==> config.mk <==
export PLATFORM = sky130hd
export DESIGN_NAME = alu_seq
export DESIGN_NICKNAME = d
export VERILOG_FILES = /design/src/rtl/alu_pkg.sv /design/src/rtl/alu_seq_mul.sv /design/src/rtl/alu_seq.sv
export SDC_FILE = /design/constraint.sdc
export NUM_CORES = 1
export LEC_CHECK = 0
export BUFFER_PORTS_ARGS = -buffer_cell sky130_fd_sc_hd__buf_2
export CAP_MARGIN = 20
export CORE_ASPECT_RATIO = 0.8
export CORE_UTILIZATION = 35
export DETAILED_ROUTE_END_ITERATION = 10
export PLACE_DENSITY_LB_ADDON = 0.25
export SLEW_MARGIN = 0
export SYNTH_ARGS = -nofsm -noshare
export SYNTH_HDL_FRONTEND = slang
export SYNTH_SLANG_ARGS = --single-unit
export TNS_END_PERCENT = 100
==> constraint.sdc <==
create_clock -name clk -period 6.1 [get_ports clk]
set_input_delay 1.525 -clock clk [delete_from_list [all_inputs] [get_ports clk]]
set_output_delay 1.525 -clock clk [all_outputs]
set_load 0.005 [all_outputs]
==> src/rtl/alu_pkg.sv <==
// Shared opcode and FSM state encodings for the sequential ALU.
// Latency: none (types only).
// Backpressure: not applicable.
package alu_pkg;

  // Opcode map kept identical to the original combinational ALU, plus MUL in the spare slot
  typedef enum logic [2:0] {
    ADD  = 3'b000,
    SUB  = 3'b001,
    MUL  = 3'b010,
    RSVD = 3'b011,
    EQ   = 3'b100,
    GT   = 3'b101,
    LT   = 3'b110,
    EQZ  = 3'b111
  } alu_op_e;

  typedef enum logic [1:0] {
    IDLE = 2'b00,
    BUSY = 2'b01,
    DONE = 2'b10
  } alu_state_e;

endpackage

==> src/rtl/alu_seq_mul.sv <==
// Iterative unsigned shift-add multiplier, one partial product per cycle.
// Latency: start edge + WIDTH steps; done is high in the cycle after the last step.
// Backpressure: none; the owner holds off new starts until done has been consumed.
module alu_seq_mul #(
  parameter int WIDTH = 6
) (
  input  logic               clk,
  input  logic               rst,
  input  logic               start,
  input  logic [WIDTH-1:0]   A,
  input  logic [WIDTH-1:0]   B,
  output logic               done,
  output logic [2*WIDTH-1:0] product
);

  localparam int CW = $clog2(WIDTH + 1);

  logic [2*WIDTH-1:0] mcand;
  logic [2*WIDTH-1:0] acc;
  logic [WIDTH-1:0]   mplier;
  logic [CW-1:0]      cnt;
  logic               running;

  // Latch operands on start, then add the shifted multiplicand for each set multiplier bit
  always_ff @(posedge clk) begin
    if (rst) begin
      mcand   <= '0;
      acc     <= '0;
      mplier  <= '0;
      cnt     <= '0;
      running <= 1'b0;
    end else if (start) begin
      mcand   <= {{WIDTH{1'b0}}, A};
      mplier  <= B;
      acc     <= '0;
      cnt     <= '0;
      running <= 1'b1;
    end else if (running) begin
      if (cnt == CW'(WIDTH)) begin
        // Product has been observed by the owner this cycle; go quiet
        running <= 1'b0;
      end else begin
        if (mplier[0]) begin
          acc <= acc + mcand;
        end
        mcand  <= mcand << 1;
        mplier <= mplier >> 1;
        cnt    <= cnt + CW'(1);
      end
    end
  end

  assign done    = running && (cnt == CW'(WIDTH));
  assign product = acc;

endmodule

==> src/rtl/alu_seq.sv <==
// Registered ALU with valid/ready on both sides; MUL is iterative, all other ops single-cycle.
// Latency: 1 cycle for non-MUL ops, WIDTH+1 cycles for MUL (accept edge to out_valid).
// Backpressure: a held result stalls the input; in_ready follows out_ready while a result is pending.
module alu_seq
  import alu_pkg::*;
#(
  parameter int WIDTH = 6
) (
  input  logic             clk,
  input  logic             rst,
  input  logic             in_valid,
  output logic             in_ready,
  input  logic [WIDTH-1:0] A,
  input  logic [WIDTH-1:0] B,
  input  logic [2:0]       sel,
  output logic             out_valid,
  input  logic             out_ready,
  output logic [WIDTH-1:0] C,
  output logic             overflow,
  output logic             zero
);

  alu_state_e         state;
  alu_op_e            op;
  logic               accept;
  logic               mul_start;
  logic               mul_done;
  logic [2*WIDTH-1:0] mul_product;
  logic [WIDTH:0]     sum;
  logic [WIDTH-1:0]   res_c;
  logic               res_ovf;

  assign op = alu_op_e'(sel);

  // A pending result only frees the input when it is leaving in the same cycle
  assign in_ready  = !rst && ((state == IDLE) || ((state == DONE) && out_ready));
  assign accept    = in_valid && in_ready;
  assign mul_start = accept && (op == MUL);
  assign sum       = {1'b0, A} + {1'b0, B};

  alu_seq_mul #(
    .WIDTH(WIDTH)
  ) u_mul (
    .clk    (clk),
    .rst    (rst),
    .start  (mul_start),
    .A      (A),
    .B      (B),
    .done   (mul_done),
    .product(mul_product)
  );

  // Single-cycle datapath for everything except MUL, which is resolved by the multiplier
  always_comb begin
    res_c   = '0;
    res_ovf = 1'b0;
    case (op)
      ADD: begin
        res_c   = sum[WIDTH-1:0];
        res_ovf = sum[WIDTH];
      end
      SUB: begin
        res_c   = A - B;
        res_ovf = (A < B);
      end
      EQ:  res_c = {{(WIDTH-1){1'b0}}, (A == B)};
      GT:  res_c = {{(WIDTH-1){1'b0}}, (A > B)};
      LT:  res_c = {{(WIDTH-1){1'b0}}, (A < B)};
      EQZ: res_c = {{(WIDTH-1){1'b0}}, (A == '0)};
      default: begin
        res_c   = '0;
        res_ovf = 1'b0;
      end
    endcase
  end

  // Control FSM and output registers; accept can only fire from IDLE or a draining DONE
  always_ff @(posedge clk) begin
    if (rst) begin
      state     <= IDLE;
      out_valid <= 1'b0;
      C         <= '0;
      overflow  <= 1'b0;
      zero      <= 1'b0;
    end else if (accept) begin
      if (op == MUL) begin
        state     <= BUSY;
        out_valid <= 1'b0;
      end else begin
        state     <= DONE;
        out_valid <= 1'b1;
        C         <= res_c;
        overflow  <= res_ovf;
        zero      <= (res_c == '0);
      end
    end else if ((state == BUSY) && mul_done) begin
      state     <= DONE;
      out_valid <= 1'b1;
      C         <= mul_product[WIDTH-1:0];
      overflow  <= |mul_product[2*WIDTH-1:WIDTH];
      zero      <= (mul_product[WIDTH-1:0] == '0);
    end else if ((state == DONE) && out_ready) begin
      state     <= IDLE;
      out_valid <= 1'b0;
    end else if ((state != IDLE) && (state != BUSY) && (state != DONE)) begin
      state     <= IDLE;
      out_valid <= 1'b0;
    end
  end

endmodule

==> results of run 1 <==
==> power by group <==
| group | leakage [nW] | internal, W | total, W | switching (W) |
|---|---|---|---|---|
| clock network | 0.0614 | 0.000134 | 0.000237 | 0.000103 |
| registers | 0.356 | 0.000294 | 0.000298 | 0.00000473 |
| logic | 0.853 | 0.0000369 | 0.0000980 | 0.0000610 |
| total | 1.27 | 0.000464 | 0.000633 | 0.000168 |
==> routing by layer <==
metal	GRT usage (%)	vias up	wire length, um
li1	-	1334	-
met5	0	-	0
met4	3.90	0	14
met2	24.8	62	3020
met3	3.51	2	353
met1	25.3	1196	3770
==> kinds of logic (layout without fill, tap and decap cells) <==
kind of cell	count (synthesis)	count (layout)
AO/OA/AOI/OAI	83	83
XOR/XNOR	13	13
adder cells (fa/ha/maj)	28	28
buffers and inverters	35	53
flip-flops	44	44
multiplexers	7	7
AND/OR/NAND/NOR	161	161
==> Yosys cell counts (2+ instances only) <==
cell type   n
mux2i_1     6
a21oi_2     2
o211ai_1    3
a21oi_1    31
and3_1      2
buf_2       6
or4_1       3
nand3_1     6
nor2_1     41
a211oi_1    4
dfxtp_1    44
a31oi_1     3
nor3b_1     2
inv_1      17
nand2b_1    3
xor2_1      5
xnor2_1     8
buf_6       2
a21o_1      3
o31ai_1     2
nor4_1      4
buf_4       2
or3_1       6
o21ai_0     8
clkbuf_1    8
fa_1        3
nor3_1      6
a311oi_1   16
nand2_1    76
nor2b_1     2
and2_1      2
ha_1       25
==> how the worst max path moves through the flow <==
stage | endpoint | slack, ns | depth (start not counted)
CTS | in_ready | 2.31 | 3
global route | u_mul.product[11] | 2.23 | 7
detailed placement | u_mul.product[11] | 2.10 | 7
finish | in_ready | 2.32 | 3
global placement | u_mul.product[11] | 2.14 | 7
floorplan | in_ready | 2.71 | 2
==> sequential cells by signal, summed over array words and instances (netlist names) <==
name           cells
u_mul.mcand       12
C                  6
u_mul.cnt          3
state              1
u_mul.product     12
out_valid          1
u_mul.mplier       6
overflow           1
u_mul.running      1
zero               1
==> cell type report <==
cell class / instances / area share [%]
multi-input combinational: 292 / 58.1
clock inverter: 2 / 1.21
sequential: 44 / 27.5
timing repair buffer: 28 / 4.37
clock buffer: 6 / 2.58
inverter: 17 / 1.99
tap: 108 / 4.22
==> critical path, stage by stage <==
cell,delay (ns)
buf_2,0.26
nor3_4,0.29
buf_2,0.17
==> per-stage QoR <==
| step | hold WS [ns] | cells | total power [W] |
|---|---|---|---|
| final | 0.475 | 497 | 0.000633 |
| after global routing | 0.510 | 497 | 0.000667 |
| after CTS | 0.475 | 497 | 0.000641 |
| after detailed placement | 0.462 | 489 | 0.000402 |
| after global placement | 0.453 | 489 | 0.000401 |
| after floorplan | 0.444 | 371 | 0.000372 |
==> impl_metrics.ini, run 1 <==
[clock_tree]
cts_made_buffers = 5
cts_hold_buffers = 0
cts_htree_levels = 2
postCtsSetupRepairBufs = 0
worst_skew_pair_later_pin_latency_ns = 0.30
cts_tree = built
post_cts.resized_instances = 0
clock_path_buffers = 2
clkSinkCount = 44
clk_root_buffer_cell = clkbuf_8
clkSlewWorstSetupHoldPaths_ns = 0.08

[routing]
detailedRoute.firstPassIterationCount = 4
overall_via_count_from_detail_route = 2594
totalWireLength_um = 7150
detail-route-antenna-nets = 0
remaining_drc_errors = 0
routedWlPerCell_um = 14.4
avgViaCountPerCell = 5.22
drt-initial-drc-count = 185

[critical_path]
timing.rr.start = out_valid
timing.reg2reg.worst_path_depth = 7
cp-start-kind = input pin
worst-endpoint-arrival_ns = 2.25
worst_setup_path_end_kind = output pin
critPathLaunch = rst
crit_required_ns = 4.58
r2r_end = u_mul.product[11]
setup.worst_path.class = input pin to output pin
critPathMaxFanout = 26
regToRegSetupSlack_ns = 3.50

[worst_hold_path]
worstHoldPathType = flop to flop
hold_start = u_mul.mcand[11]
holdPathEnd = u_mul.mcand[11]
whs_path_depth = 2

[logic_synthesis]
synth-async-reset-ratio_pct = 0
synth_flop_cell = dfxtp_1
mappedNetlistNets = 418
synth_seq_cells = 44
yosysWarnings = 0
synthDominantCellAreaShare_pct = 30.3
postSynthCellCount = 371
yosysTopAreaCell = dfxtp_1
yosys.area_share.simple_pct = 25.1
netlist_area_um2 = 2900
combinational_family_with_the_most_area_after_synthesis = simple AND/OR/NAND/NOR gates
seq_area_frac_synth_pct = 30.3
ys_types = 52
avgSynthCellArea_um2 = 7.83
synth_edf_count = 0
yosys-mux-area-fraction_pct = 2.46
post_synth_main_area_contributors = dfxtp_1 (30%), ha_1 (11%), nand2_1 (9.8%)
synth_compound_gate_area_share_pct = 19.8
synth_adder_area_share_pct = 12.8
xor_xnor_portion_of_the_synthesized_cell_area_pct = 3.92

[final_layout]
seqCellArea_um2 = 881
mostFrequentLayoutCells = nand2_1 (76), dfxtp_1 (44), nor2_1 (41), a21oi_1 (31), buf_2 (28)
antenna_cells = 0
finalInstanceArea_um2 = 3200
num-fill-cells = 820
flow.area_growth_from_synthesis_pct = 10.3
fin_util_pct = 40.1
layout_commonest_cell = nand2_1
drive_gt1_share_pct = 12.6
final_net_count = 435
multi_input_comb_area_um2 = 1860

[die]
coreArea_um2 = 7980
std_cell_rows = 29
floorplan.die.width_um = 104
design.portCount = 29
effective_utilization_at_floorplan_pct = 36.4
dieHeight_um = 83.5
fp.dieArea_um2 = 8670

[timing]
fmaxAchievable_mhz = 265
rsz_0062_raised_after_global_routing = no
worstMarginPinSlew_ns = 0.893
final_period_minus_worst_setup_slack_ns = 3.78
final_max_tran_viols = 0
finalSetupViolations = 0
postLayoutSetupSlackWorst_ns = 2.32
final.setup_skew_ns = 0.00748
timing.max_slew.rel_slack_pct = 40.5
final_hold_viol_count = 0
tns_ns = 0
finalCritPeriodShare_pct = 62.0

[place]
detailed_place.area_um2 = 3080
preCtsSetupSlack_ns = 2.10
final_weighted_congestion_in_routability_driven_placement = 0.956
io_buffer_count = 28
hpwl_um = 5440

[grt]
grt_start_max_net_pins = 27
global_route_wire_length_before_repair_um = 11700
grt_overflow = 0
globalRouteTotalUtil_pct = 17.0
grt_antenna_before_repair = 0
vias_in_the_first_global_route = 2375

[run]
max_cap_violations = 0

[run_status]
outcome = finished, final reports clean

[pwr]
cell_pwr_density_nw_per_um2 = 198
vdd.ir_drop.worst_mv = 0.0940
total_leakage_power_nw = 1.27
No activity file was read; power rests on OpenSTA's default activity.
==> inputs of run 2 (changes only) <==
==> constraint.sdc (replaced) <==
create_clock -name clk -period 3.6 [get_ports clk]
set_input_delay 0.9 -clock clk [delete_from_list [all_inputs] [get_ports clk]]
set_output_delay 0.9 -clock clk [all_outputs]
set_load 0.005 [all_outputs]
==> run 2 against run 1 <==
- register-to-register slack lost 2.3 ns
- utilization grew 0.39 points
- critical path type is now input pin to flop
- flip-flop and latch count is the same
- setup slack lost 1.3 ns
- die area is the same
- non-clock buffer count grew 5
- first-iteration DRC count shrank 9.2%
- via count shrank 1.9%
- routed wire length grew 0.39%
==> impl_metrics.ini, run 2 (synthesized netlist as in run 1, its figures left out) <==
[run_status]
outcome = finished, final reports clean

[timing]
rsz_0062_raised_after_global_routing = no
postLayoutSetupSlackWorst_ns = 0.976
tns_ns = 0
final_max_tran_viols = 0
finalSetupViolations = 0
finalHoldWorstSlack_ns = 0.473
timing.max_slew.rel_slack_pct = 56.8
finalCritPeriodShare_pct = 72.9
fmaxAchievable_mhz = 381
final.setup_skew_ns = 0.00745
worstMarginPinSlew_ns = 0.646
final_hold_viol_count = 0
final_period_minus_worst_setup_slack_ns = 2.62

[critical_path]
critPathMaxFanout = 4
timing.rr.start = u_mul.product[0]
worst-endpoint-arrival_ns = 2.87
setup.worst_path.class = input pin to flop
cp-start-kind = input pin
timing.reg2reg.worst_path_depth = 10
cell_with_the_biggest_individual_delay_on_the_critical_path = fa_1
worst_setup_path_end_kind = flop
max_stage_delay_ns = 0.39
r2r_end = u_mul.product[10]
crit_chain = buf_2, ha_1, fa_1, nor3b_1, nor4_1, a21oi_1, xnor2_1, nor3_2, a2111o_1, o22ai_2
regToRegSetupSlack_ns = 1.23
crit_required_ns = 3.84

[clock_tree]
clkSinkCount = 44
cts_hold_buffers = 0
clk_root_buffer_cell = clkbuf_8
cts_htree_levels = 2
clock_path_buffers = 2
clkSlewWorstSetupHoldPaths_ns = 0.10
cts_tree = built
worst_skew_pair_later_pin_latency_ns = 0.31
postCtsSetupRepairBufs = 0
cts_made_buffers = 5
post_cts.resized_instances = 0

[pwr]
vdd.ir_drop.worst_mv = 0.192
cellInternalPower_w = 0.000772
power_switching_w = 0.000306
share_seq_of_total_power_pct = 46.9
cell_pwr_density_nw_per_um2 = 333
combPwrFrac_pct = 15.5
share_clk_of_total_power_pct = 37.6
total_leakage_power_nw = 1.29
sw_frac_of_total_pct = 28.4

[grt]
grt_start_max_net_pins = 26
grt_antenna_before_repair = 0
vias_in_the_first_global_route = 2366
globalRouteTotalUtil_pct = 17.4
global_route_wire_length_before_repair_um = 12100
grt_overflow = 0

[place]
preCtsSetupSlack_ns = 0.683
hpwl_um = 5460
placed_cells = 494
final_weighted_congestion_in_routability_driven_placement = 0.828
io_buffer_count = 28

[routing]
overall_via_count_from_detail_route = 2546
routedWlPerCell_um = 14.3
remaining_drc_errors = 0
detailedRoute.firstPassIterationCount = 4
avgViaCountPerCell = 5.07
drt-initial-drc-count = 168
detail-route-antenna-nets = 0
totalWireLength_um = 7180

[worst_hold_path]
hold_start = u_mul.mcand[11]
worstHoldPathType = flop to flop
whs_path_depth = 2
holdPathEnd = u_mul.mcand[11]

[die]
coreArea_um2 = 7980
design.portCount = 29
floorplan.die.width_um = 104
fp.dieArea_um2 = 8670
dieHeight_um = 83.5
std_cell_rows = 29
effective_utilization_at_floorplan_pct = 36.4

[final_layout]
drive_gt1_share_pct = 13.7
layout_commonest_cell = nand2_1
final_net_count = 440
flow.area_growth_from_synthesis_pct = 11.4
antenna_cells = 0
fin_cells = 502
mostFrequentLayoutCells = nand2_1 (76), dfxtp_1 (44), nor2_1 (41), a21oi_1 (31), buf_2 (28)

[run]
max_cap_violations = 0
## run 2: cell types whose count changed in the layout (fill, tap and decap cells not counted)
| cell | change |
|---|---|
| buf_4 | +5 |
| clkbuf_8 | -1 |
| clkinv_4 | -1 |
| clkinvlp_4 | +1 |
| inv_6 | +1 |
## run 2: how the worst max path moves through the flow
| stage | start | end | slack [ns] | cells after the start |
|---|---|---|---|---|
| final | A[0] | zero | 0.98 | 10 |
| after global routing | A[0] | zero | 0.93 | 10 |
| after CTS | A[0] | zero | 1.01 | 10 |
| after detailed placement | A[0] | zero | 0.68 | 10 |
| after global placement | A[0] | zero | 0.68 | 10 |
| after floorplan | A[0] | zero | 0.99 | 9 |
## run 2: worst max-delay path: cells and delay by family
| family | cells | cell delay (ns) |
|---|---|---|
| AOI/OAI and AO/OA | 3 | 0.51 |
| buffers and inverters | 1 | 0.13 |
| adders and majority gates | 2 | 0.62 |
| and+or+nand+nor | 3 | 0.49 |
| xor gates and xnor gates | 1 | 0.21 |
## run 2: layout make-up
class                   count  area, um^2
multi-input cells         292        1860
flip-flops and latches     44         881
clock buffers               5        68.8
repair buffers             33         178
fillers                   846        4750
inverters                  17        63.8
well taps                 108         135
clock inverters             3        46.3
## run 2: per-stage QoR
step	cell area, um^2	utilization, %	power (W)
final	3230	40.5	0.00108
after global routing	3230	40.5	0.00113
after CTS	3230	40.5	0.00109
after detailed placement	3120	39.1	0.000682
after global placement	3120	39.1	0.000681
after floorplan	2900	-	0.000630
## run 2: metal layers
metal  vias to the layer above  global-route usage [%]  share of wire (%)  routed length [um]
met5                         -                       0                  0                   0
met4                         0                    4.68               0.74                  53
met3                         4                    3.20                4.5                 320
met2                        50                    25.5                 41                2940
met1                      1156                    25.9                 54                3870
li1                       1336                       -                  -                   -
## run 2: power groups by stage
stage / Sequential, W / Combinational (W) / Clock [W]
2_1_floorplan: 0.000516 / 0.000114 / 0
3_3_place_gp: 0.000516 / 0.000165 / 0
3_5_place_dp: 0.000517 / 0.000166 / 0
4_1_cts: 0.000505 / 0.000166 / 0.000417
5_1_grt: 0.000507 / 0.000186 / 0.000439
6_report: 0.000505 / 0.000167 / 0.000405
